<file path="src/rtl/voice_note_driver_pkg.sv">
// Shared definitions for the voice note driver: FSM states, semitone constant
// and the top-octave phase-increment table (notes 84..95) for a given clock rate.
package voice_note_driver_pkg;

  typedef enum logic [1:0] {IDLE, CONVERT, RETRIG} state_t;

  localparam int unsigned SEMITONES = 12;

  typedef logic [31:0] freq_table_t [SEMITONES];

  // Note frequencies in micro-hertz for MIDI notes 84 (C6) .. 95 (B6)
  localparam longint unsigned NOTE_UHZ [SEMITONES] = '{
    64'd1046502261, 64'd1108730524, 64'd1174659072, 64'd1244507935,
    64'd1318510228, 64'd1396912926, 64'd1479977691, 64'd1567981744,
    64'd1661218790, 64'd1760000000, 64'd1864655046, 64'd1975533205
  };

  // FREQ_TABLE[i] = round(f_i * 2^24 / clk_hz)
  function automatic freq_table_t build_freq_table(input longint unsigned clk_hz);
    freq_table_t t;
    for (int unsigned i = 0; i < SEMITONES; i++) begin
      t[i] = 32'((NOTE_UHZ[i] * 64'd16777216 + clk_hz * 64'd500000) / (clk_hz * 64'd1000000));
    end
    return t;
  endfunction

endpackage

</file>
<file path="src/rtl/note_to_freq.sv">
// Maps a semitone remainder and octave to a phase increment, scaling the
// top-octave table entry down or up and saturating to all-ones on overflow.
module note_to_freq
  import voice_note_driver_pkg::*;
#(
  parameter int unsigned FREQ_BITS = 16,
  parameter int unsigned CLK_HZ    = 1000000
) (
  input  logic [3:0]           remainder,
  input  logic [3:0]           octave,
  output logic [FREQ_BITS-1:0] freq
);

  localparam freq_table_t FREQ_TABLE = build_freq_table(64'(CLK_HZ));

  // Wide enough for a 32-bit entry shifted left by up to 8 octaves
  logic [FREQ_BITS+39:0] base;
  logic [FREQ_BITS+39:0] scaled;

  always_comb begin
    base = '0;
    base[31:0] = FREQ_TABLE[remainder];
    if (octave <= 4'd7) begin
      scaled = base >> (4'd7 - octave);
    end else begin
      scaled = base << (octave - 4'd7);
    end
    freq = (|(scaled >> FREQ_BITS)) ? '1 : scaled[FREQ_BITS-1:0];
  end

endmodule

</file>
<file path="src/rtl/voice_note_driver.sv">
// Single-voice note event sequencer: accepts note-on/off events, converts the
// note number to a phase increment and drives the envelope gate with retrigger.
module voice_note_driver
  import voice_note_driver_pkg::*;
#(
  parameter int unsigned FREQ_BITS     = 16,
  parameter int unsigned RETRIG_CYCLES = 64,
  parameter int unsigned CLK_HZ        = 1000000
) (
  input  logic                 clk,
  input  logic                 rst,
  input  logic                 note_valid,
  output logic                 note_ready,
  input  logic                 note_on,
  input  logic [6:0]           note_num,
  input  logic                 all_off,
  output logic [FREQ_BITS-1:0] tone_freq,
  output logic                 gate,
  output logic [6:0]           active_note
);

  localparam int unsigned CW = (RETRIG_CYCLES > 1) ? $clog2(RETRIG_CYCLES) : 1;

  state_t               state, state_next;
  logic [6:0]           remainder;
  logic [3:0]           octave;
  logic [6:0]           note_q;
  logic [CW-1:0]        retrig_cnt;
  logic [FREQ_BITS-1:0] freq;
  logic                 gate_next;
  logic                 start, step, load;

  note_to_freq #(
    .FREQ_BITS (FREQ_BITS),
    .CLK_HZ    (CLK_HZ)
  ) u_note_to_freq (
    .remainder (remainder[3:0]),
    .octave    (octave),
    .freq      (freq)
  );

  assign note_ready = (state == IDLE) && !all_off;

  always_ff @(posedge clk or posedge rst) begin
    if (rst) begin
      state <= IDLE;
    end else begin
      state <= state_next;
    end
  end

  always_comb begin
    state_next = state;
    gate_next  = gate;
    start      = 1'b0;
    step       = 1'b0;
    load       = 1'b0;
    if (all_off) begin
      state_next = IDLE;
      gate_next  = 1'b0;
    end else begin
      case (state)
        IDLE: begin
          if (note_valid) begin
            if (note_on) begin
              start      = 1'b1;
              state_next = CONVERT;
            end else if (gate && note_num == active_note) begin
              gate_next = 1'b0;
            end
          end
        end
        CONVERT: begin
          if (remainder >= 7'(SEMITONES)) begin
            step = 1'b1;
          end else if (!gate) begin
            load       = 1'b1;
            gate_next  = 1'b1;
            state_next = IDLE;
          end else begin
            gate_next  = 1'b0;
            state_next = RETRIG;
          end
        end
        RETRIG: begin
          if (retrig_cnt == CW'(RETRIG_CYCLES - 1)) begin
            load       = 1'b1;
            gate_next  = 1'b1;
            state_next = IDLE;
          end
        end
        default: state_next = IDLE;
      endcase
    end
  end

  always_ff @(posedge clk or posedge rst) begin
    if (rst) begin
      remainder   <= '0;
      octave      <= '0;
      note_q      <= '0;
      retrig_cnt  <= '0;
      gate        <= 1'b0;
      tone_freq   <= '0;
      active_note <= '0;
    end else begin
      gate <= gate_next;
      if (start) begin
        remainder <= note_num;
        octave    <= '0;
        note_q    <= note_num;
      end else if (step) begin
        remainder <= remainder - 7'(SEMITONES);
        octave    <= octave + 4'd1;
      end
      // Counter only advances while the RETRIG state survives the edge
      retrig_cnt <= (state == RETRIG && state_next == RETRIG) ? retrig_cnt + CW'(1) : '0;
      if (load) begin
        tone_freq   <= freq;
        active_note <= note_q;
      end
    end
  end

endmodule

</file>
<file path="config.mk">
export PLATFORM = sky130hd
export DESIGN_NAME = voice_note_driver
export DESIGN_NICKNAME = d
export VERILOG_FILES = /design/src/rtl/voice_note_driver_pkg.sv /design/src/rtl/note_to_freq.sv /design/src/rtl/voice_note_driver.sv
export SDC_FILE = /design/constraint.sdc
export NUM_CORES = 1
export LEC_CHECK = 0
export ABC_CLOCK_PERIOD_IN_PS = 6500
export CAP_MARGIN = 20
export CORE_MARGIN = 3
export CORE_UTILIZATION = 65
export DETAILED_ROUTE_END_ITERATION = 7
export GPL_ROUTABILITY_DRIVEN = 0
export PLACE_DENSITY = 0.88
export SETUP_SLACK_MARGIN = 0.3
export SLEW_MARGIN = 10
export SYNTH_ARGS = -nofsm -noshare
export SYNTH_HDL_FRONTEND = slang
export SYNTH_HIERARCHICAL = 1
export SYNTH_SLANG_ARGS = --single-unit
</file>
<file path="constraint.sdc">
create_clock -name clk -period 6.5 [get_ports clk]
set_input_delay 1.3 -clock clk [delete_from_list [all_inputs] [get_ports clk]]
set_output_delay 1.3 -clock clk [all_outputs]
set_load 0.005 [all_outputs]
</file>
==> qor.csv, run 1 <==
stage,metric,value,unit
timing,hold_ws,0.485,ns
cells_and_area,diodes,0,
setup_path,regToRegSetupSlack,2.28,ns
floorplanning,coreArea,0.00691,mm²
timing,finalMaxSlewViolations,0,
routing,via_per_inst,6.61,
timing,setup_viol,0,
floorplanning,die_h,91.1,µm
cells_and_area,fillers,517,
setup_path,required,6.70,ns
yosys,async_flop_share,100,%
timing,finClkSkew,0.00881,ns
timing,setup_ws,2.28,ns
clock_tree,cts_num_sinks,50,
routing,drt-pass1-iter-count,6,
setup_path,path_delay_family,adder cells,
yosys,synthTopCellsByArea,"dfrtp_1, mux2_4, mux2i_1",
pwr,p_seq_share,20.1,%
clock_tree,cts_tree,built,
floorplanning,rows,30,
global_routing,grt_max_degree,53,
clock_tree,htree_num_levels,2,
floorplanning,ios,37,
yosys,synth_area_per_cell,8.68,µm²
yosys,synthTopCellsByCount,"nand2_1, dfrtp_1, nor2_1",
pwr,p_per_area,425,mW/mm²
timing,finalCritPeriodShare,64.9,%
timing,fin_setup_tns,0,ns
clock_tree,clk_pin_slew,0.10,ns
outcome,outcome,completed,
routing,drc_errors,0,
yosys,synth_area,0.00471,mm²
clock_tree,cts_buffers,5,
setup_path,cp.arrival,4.42,ns
yosys,synth_edf_count,0,
pwr,ir_drop,0.212,mV
placement,post-place-ws,2.37,ns
floorplanning,die_width,91.1,µm
pwr,power,2.18,mW
pwr,clkPwrFrac,10.2,%
yosys,yosysTopAreaCell,dfrtp_1,
cells_and_area,stdcell_count,649,
placement,place_area,0.00500,mm²
cells_and_area,final_nets,580,
pwr,switching_share,49.9,%
clock_tree,cts_hold_buf,0,
routing,num_vias,4288,
setup_path,slowest_delay,1.11,ns
timing,relSlewSlack,35.6,%
cells_and_area,drive_above_1_share,12.7,%
clock_tree,clock_latency,0.31,ns
setup_path,cp_max_fo,32,
global_routing,grt_pass1_wl,20300,µm
setup_path,crit_chain,ha_1 > inv_1 > mux4_2 > o2111a_1 > nor2_2 > a32o_1 > a41o_4 > o2111ai_1 > mux2_4,
global_routing,overflow,0,
global_routing,grt_antenna_before_repair,0,
pwr,intPower,1.09,mW
cells_and_area,stdcell_area,0.00513,mm²
job,cap_violations,0,
floorplanning,dieArea,0.00830,mm²
yosys,yosysWarnings,6,
clock_tree,post_cts_buffers,0,
clock_tree,cts_root_buf,clkbuf_8,
pwr,net-switching-power,1.09,mW
placement,port_buffers,36,
placement,dp_cells,640,
timing,fmax,237,MHz
routing,first_iter_violations,570,
setup_path,cp_slowest_cell,ha_1,
cells_and_area,area_delta_synth_final,9.06,%
yosys,syn_nets,570,
yosys,yosysTopAreaCellShare,26.6,%
timing,worst_pin_slew,0.966,ns
routing,ant_nets,0,
routing,post_drt_wl_per_cell,18.6,µm
yosys,ys_seq_elements,50,
pwr,combPwrFrac,69.7,%
global_routing,gr-usage-all-layers,29.6,%
timing,hold_viol_final,0,
hold_path,hold_class,reg -> reg,
clock_tree,clock_path_buffers,2,
yosys,synth-main-ff-cell,dfrtp_1,
floorplanning,initial_core_util,68.2,%
pwr,p_leak,2.18,nW
routing,wirelength,12100,µm
setup_path,path_class,reg -> reg,
placement,dp_hpwl,8530,µm
yosys,yosysSeqAreaShare,26.6,%
setup_path,critPathBufInv,1,
timing,min_period,4.22,ns
clock_tree,cts-resized-gates,0,
setup_path,critPathLaunchType,flip-flop,
yosys,synthCells,542,
yosys,synth.most_common_cell,nand2_1,
setup_path,end_kind,flip-flop,
yosys,yosysUniqueCellTypes,77,
cells_and_area,final_core_util,74.3,%
global_routing,grt_pass1_vias,4112,
timing,rsz0062_at_grt,no,
tightest hold or removal path: stages, from the launching register on:
cell and delay, ns:
dfrtp_1 0.35, nand2_1 0.05, nand2_1 0.06
routing by layer:
metal  part of all wire [%]  GRT usage [%]  vias up
met5                      0              0        -
met4                    2.8           10.6        0
met3                    7.9           4.97       42
met2                     47           48.1      247
met1                     42           39.7     2023
li1                       -              -     1976
cell families after synthesis:
logic type,share of synthesized area (%)
adder cells (fa/ha/maj),4.25
buffers and inverters,5.74
AO/OA/AOI/OAI,21.3
flip-flops,26.6
AND/OR/NAND/NOR,21.0
XOR/XNOR,4.09
multiplexers,17.0
power by group through the flow:
stage / clock network, mW / logic [mW] / registers (mW)
after CTS: 0.227 / 1.46 / 0.437
after detailed placement: 0 / 1.45 / 0.443
after floorplan: 0 / 1.18 / 0.409
after global routing: 0.239 / 1.64 / 0.452
after global placement: 0 / 1.42 / 0.439
final: 0.223 / 1.52 / 0.439
cell usage in the layout (no fill, tap or decap), drive strengths merged, types with 8 or more instances in the layout:
cell type / instances
nand4: 8
clkdlybuf4s50: 36
a21oi: 30
nand2b: 10
o211ai: 13
ha: 16
o21ai: 28
xor2: 15
nand3: 20
nor3: 8
nand2: 66
nor2b: 14
inv: 14
nor2: 42
mux2i: 28
mux2: 33
dfrtp: 50
final timing paths:
path	endpoint	cells past startpoint	startpoint
hold reg to reg	note_q[6]	2	note_q[6]
min in group asynchronous	tone_freq[6]	2	rst
setup / recovery	tone_freq[9]	9	octave[1]
max in group asynchronous	note_q[0]	3	rst
hold / removal	note_q[6]	2	note_q[6]
setup reg to reg	tone_freq[9]	9	octave[1]
flip-flops by register name (all words and copies together) (netlist names):
signal	flops
active_note	7
gate	1
note_q	7
octave	4
remainder	7
retrig_cnt	6
state	2
tone_freq	16
cell type report:
cell class,count,area [µm²],area share [%]
clock inverters,2,37.5,0.731
inverters,15,56.3,1.10
repair buffers,41,410,7.99
clock buffers,6,72.6,1.41
flip-flops and latches,50,1250,24.4
well taps,96,120,2.34
multi-input cells,439,3190,62.1
Note: power is estimated with default switching activity, not from simulation.
==> run 2: changes to the inputs <==
ABC_CLOCK_PERIOD_IN_PS = 3410   (was 6500)
CORE_UTILIZATION = 54   (was 65)
PLACE_DENSITY = 0.78   (was 0.88)
clock period = 3.41 ns   (was 6.5 ns; I/O delays follow)
==> run 2 against run 1 <==
  * Total power increased by 97%
  * Critical path depth increased by 1
  * Fmax increased by 44%
  * Sequential share of layout area decreased by 0.55 points
  * Setup slack got worse by 1.8 ns
  * First-iteration DRC count decreased by 25%
  * Cell count increased by 2.9%
  * Largest power group unchanged
==> qor.csv, run 2 (synthesis gave the netlist of run 1 again) <==
stage,metric,value,unit
timing,fmax,341,MHz
cells_and_area,fillers,727,
clock_tree,post_cts_buffers,0,
global_routing,grt_max_degree,52,
cells_and_area,multiInputGateArea,0.00319,mm²
global_routing,grt_pass1_wl,20400,µm
pwr,p_leak,2.24,nW
setup_path,reg2reg_depth,10,
hold_path,min_from,note_q[5],
job,cap_violations,0,
cells_and_area,drive_above_1_share,14.6,%
clock_tree,cts_hold_buf,0,
outcome,outcome,completed,
placement,dp_hpwl,9050,µm
setup_path,path_class,reg -> reg,
clock_tree,cts-resized-gates,0,
setup_path,critPathLaunchType,flip-flop,
pwr,switching_share,49.5,%
clock_tree,clk_pin_slew,0.10,ns
setup_path,required,3.61,ns
cells_and_area,stdcell_count,668,
hold_path,hold_class,reg -> reg,
cells_and_area,area_delta_synth_final,11.7,%
setup_path,cp_max_fo,15,
hold_path,min_to,note_q[5],
setup_path,end_kind,flip-flop,
timing,setup_viol,0,
cells_and_area,regArea,0.00125,mm²
routing,ant_nets,0,
cells_and_area,largest_register_ffs,16,
routing,wirelength,12300,µm
routing,drt-pass1-iter-count,5,
routing,drc_errors,0,
clock_tree,cts_tree,built,
floorplanning,dieArea,0.00987,mm²
cells_and_area,final_core_util,63.0,%
global_routing,grt_pass1_vias,4251,
global_routing,grt_antenna_before_repair,0,
floorplanning,coreArea,0.00834,mm²
timing,hold_ws,0.493,ns
floorplanning,initial_core_util,56.4,%
setup_path,timing.rr.start,remainder[0],
routing,num_vias,4281,
hold_path,worstHoldPathCells,2,
routing,first_iter_violations,427,
timing,min_period,2.93,ns
setup_path,cp.arrival,3.13,ns
timing,fin_setup_tns,0,ns
routing,via_per_inst,6.41,
pwr,clkPwrFrac,10.6,%
pwr,p_per_area,815,mW/mm²
setup_path,r2r-end,tone_freq[9],
clock_tree,clock_path_buffers,2,
pwr,combPwrFrac,70.9,%
floorplanning,ios,37,
floorplanning,die_h,99.4,µm
floorplanning,rows,33,
global_routing,overflow,0,
pwr,intPower,2.17,mW
timing,finalCritPeriodShare,86.0,%
placement,port_buffers,36,
clock_tree,htree_num_levels,2,
timing,finalMaxSlewViolations,0,
timing,finClkSkew,0.00883,ns
pwr,ir_drop,0.539,mV
cells_and_area,layout_commonest_cell,nand2_1,
routing,post_drt_wl_per_cell,18.4,µm
cells_and_area,final_nets,590,
timing,hold_viol_final,0,
clock_tree,cts_buffers,5,
clock_tree,cts_num_sinks,50,
cells_and_area,regMostFlops,tone_freq,
timing,rsz0062_at_grt,no,
global_routing,gr-usage-all-layers,25.3,%
pwr,net-switching-power,2.12,mW
pwr,p_seq_share,18.5,%
floorplanning,die_width,99.4,µm
clock_tree,cts_root_buf,clkbuf_8,
clock_tree,clock_latency,0.32,ns
placement,dp_cells,659,
timing,relSlewSlack,46.4,%
cells_and_area,diodes,0,
cells_and_area,layout_common_cells,"nand2_1, dfrtp_1, nor2_1, clkdlybuf4s50_1, a21oi_1",
timing,worst_pin_slew,0.802,ns
setup_path,regToRegSetupSlack,0.48,ns
==> run 2: cell types whose count changed in the layout (fill, tap and decap cells not counted), sizes merged <==
cell,before,now
inv,14,15
buf,5,15
clkinvlp,1,0
==> run 2: layout make-up <==
cell class	instances	area share, %
Sequential cell	50	23.8
Clock buffer	6	1.57
Inverter	15	1.07
Timing Repair Buffer	51	9.71
Multi-Input combinational cell	439	60.6
Clock inverter	2	0.738
Tap cell	105	2.50
==> run 2: per-layer routing <==
metal	share of wire, %	track usage (%)	vias to the layer above
li1	-	-	1992
met1	42	32.3	2039
met2	48	42.4	207
met3	6.7	4.63	43
met4	3.3	10.2	0
met5	0	0	-
==> run 2: metrics by stage <==
stage	power (mW)	setup slack (ns)	instance area, µm²
global route	4.58	0.313	5260
floorplan	3.04	0.491	4710
finish	4.29	0.477	5260
detailed placement	3.72	0.400	5110
CTS	4.20	0.378	5240
global placement	3.67	0.504	5110
==> run 2: worst max-delay path by stage <==
stage	from	end	slack [ns]
after floorplan	remainder[0]	tone_freq[9]	0.49
after global placement	remainder[2]	tone_freq[8]	0.50
after detailed placement	remainder[2]	tone_freq[12]	0.40
after CTS	remainder[2]	tone_freq[12]	0.38
after global routing	remainder[0]	tone_freq[12]	0.31
final	remainder[0]	tone_freq[9]	0.48
==> run 2: power by group through the flow <==
stage / Sequential, mW / Clock, mW / Combinational [mW]
2_1_floorplan: 0.780 / 0 / 2.26
3_3_place_gp: 0.794 / 0 / 2.88
3_5_place_dp: 0.804 / 0 / 2.92
4_1_cts: 0.791 / 0.468 / 2.94
5_1_grt: 0.810 / 0.494 / 3.27
6_report: 0.792 / 0.455 / 3.04
==> run 2: critical path, cell delays in order, from the launching register on <==
cell and delay [ns]:
dfrtp_1 0.39, buf_4 0.20, ha_1 0.36, mux2_4 0.36, nor3_1 0.24, nor2_1 0.07, a221o_1 0.37, a21oi_1 0.17
a41o_4 0.27, o2111ai_1 0.12, mux2_4 0.28
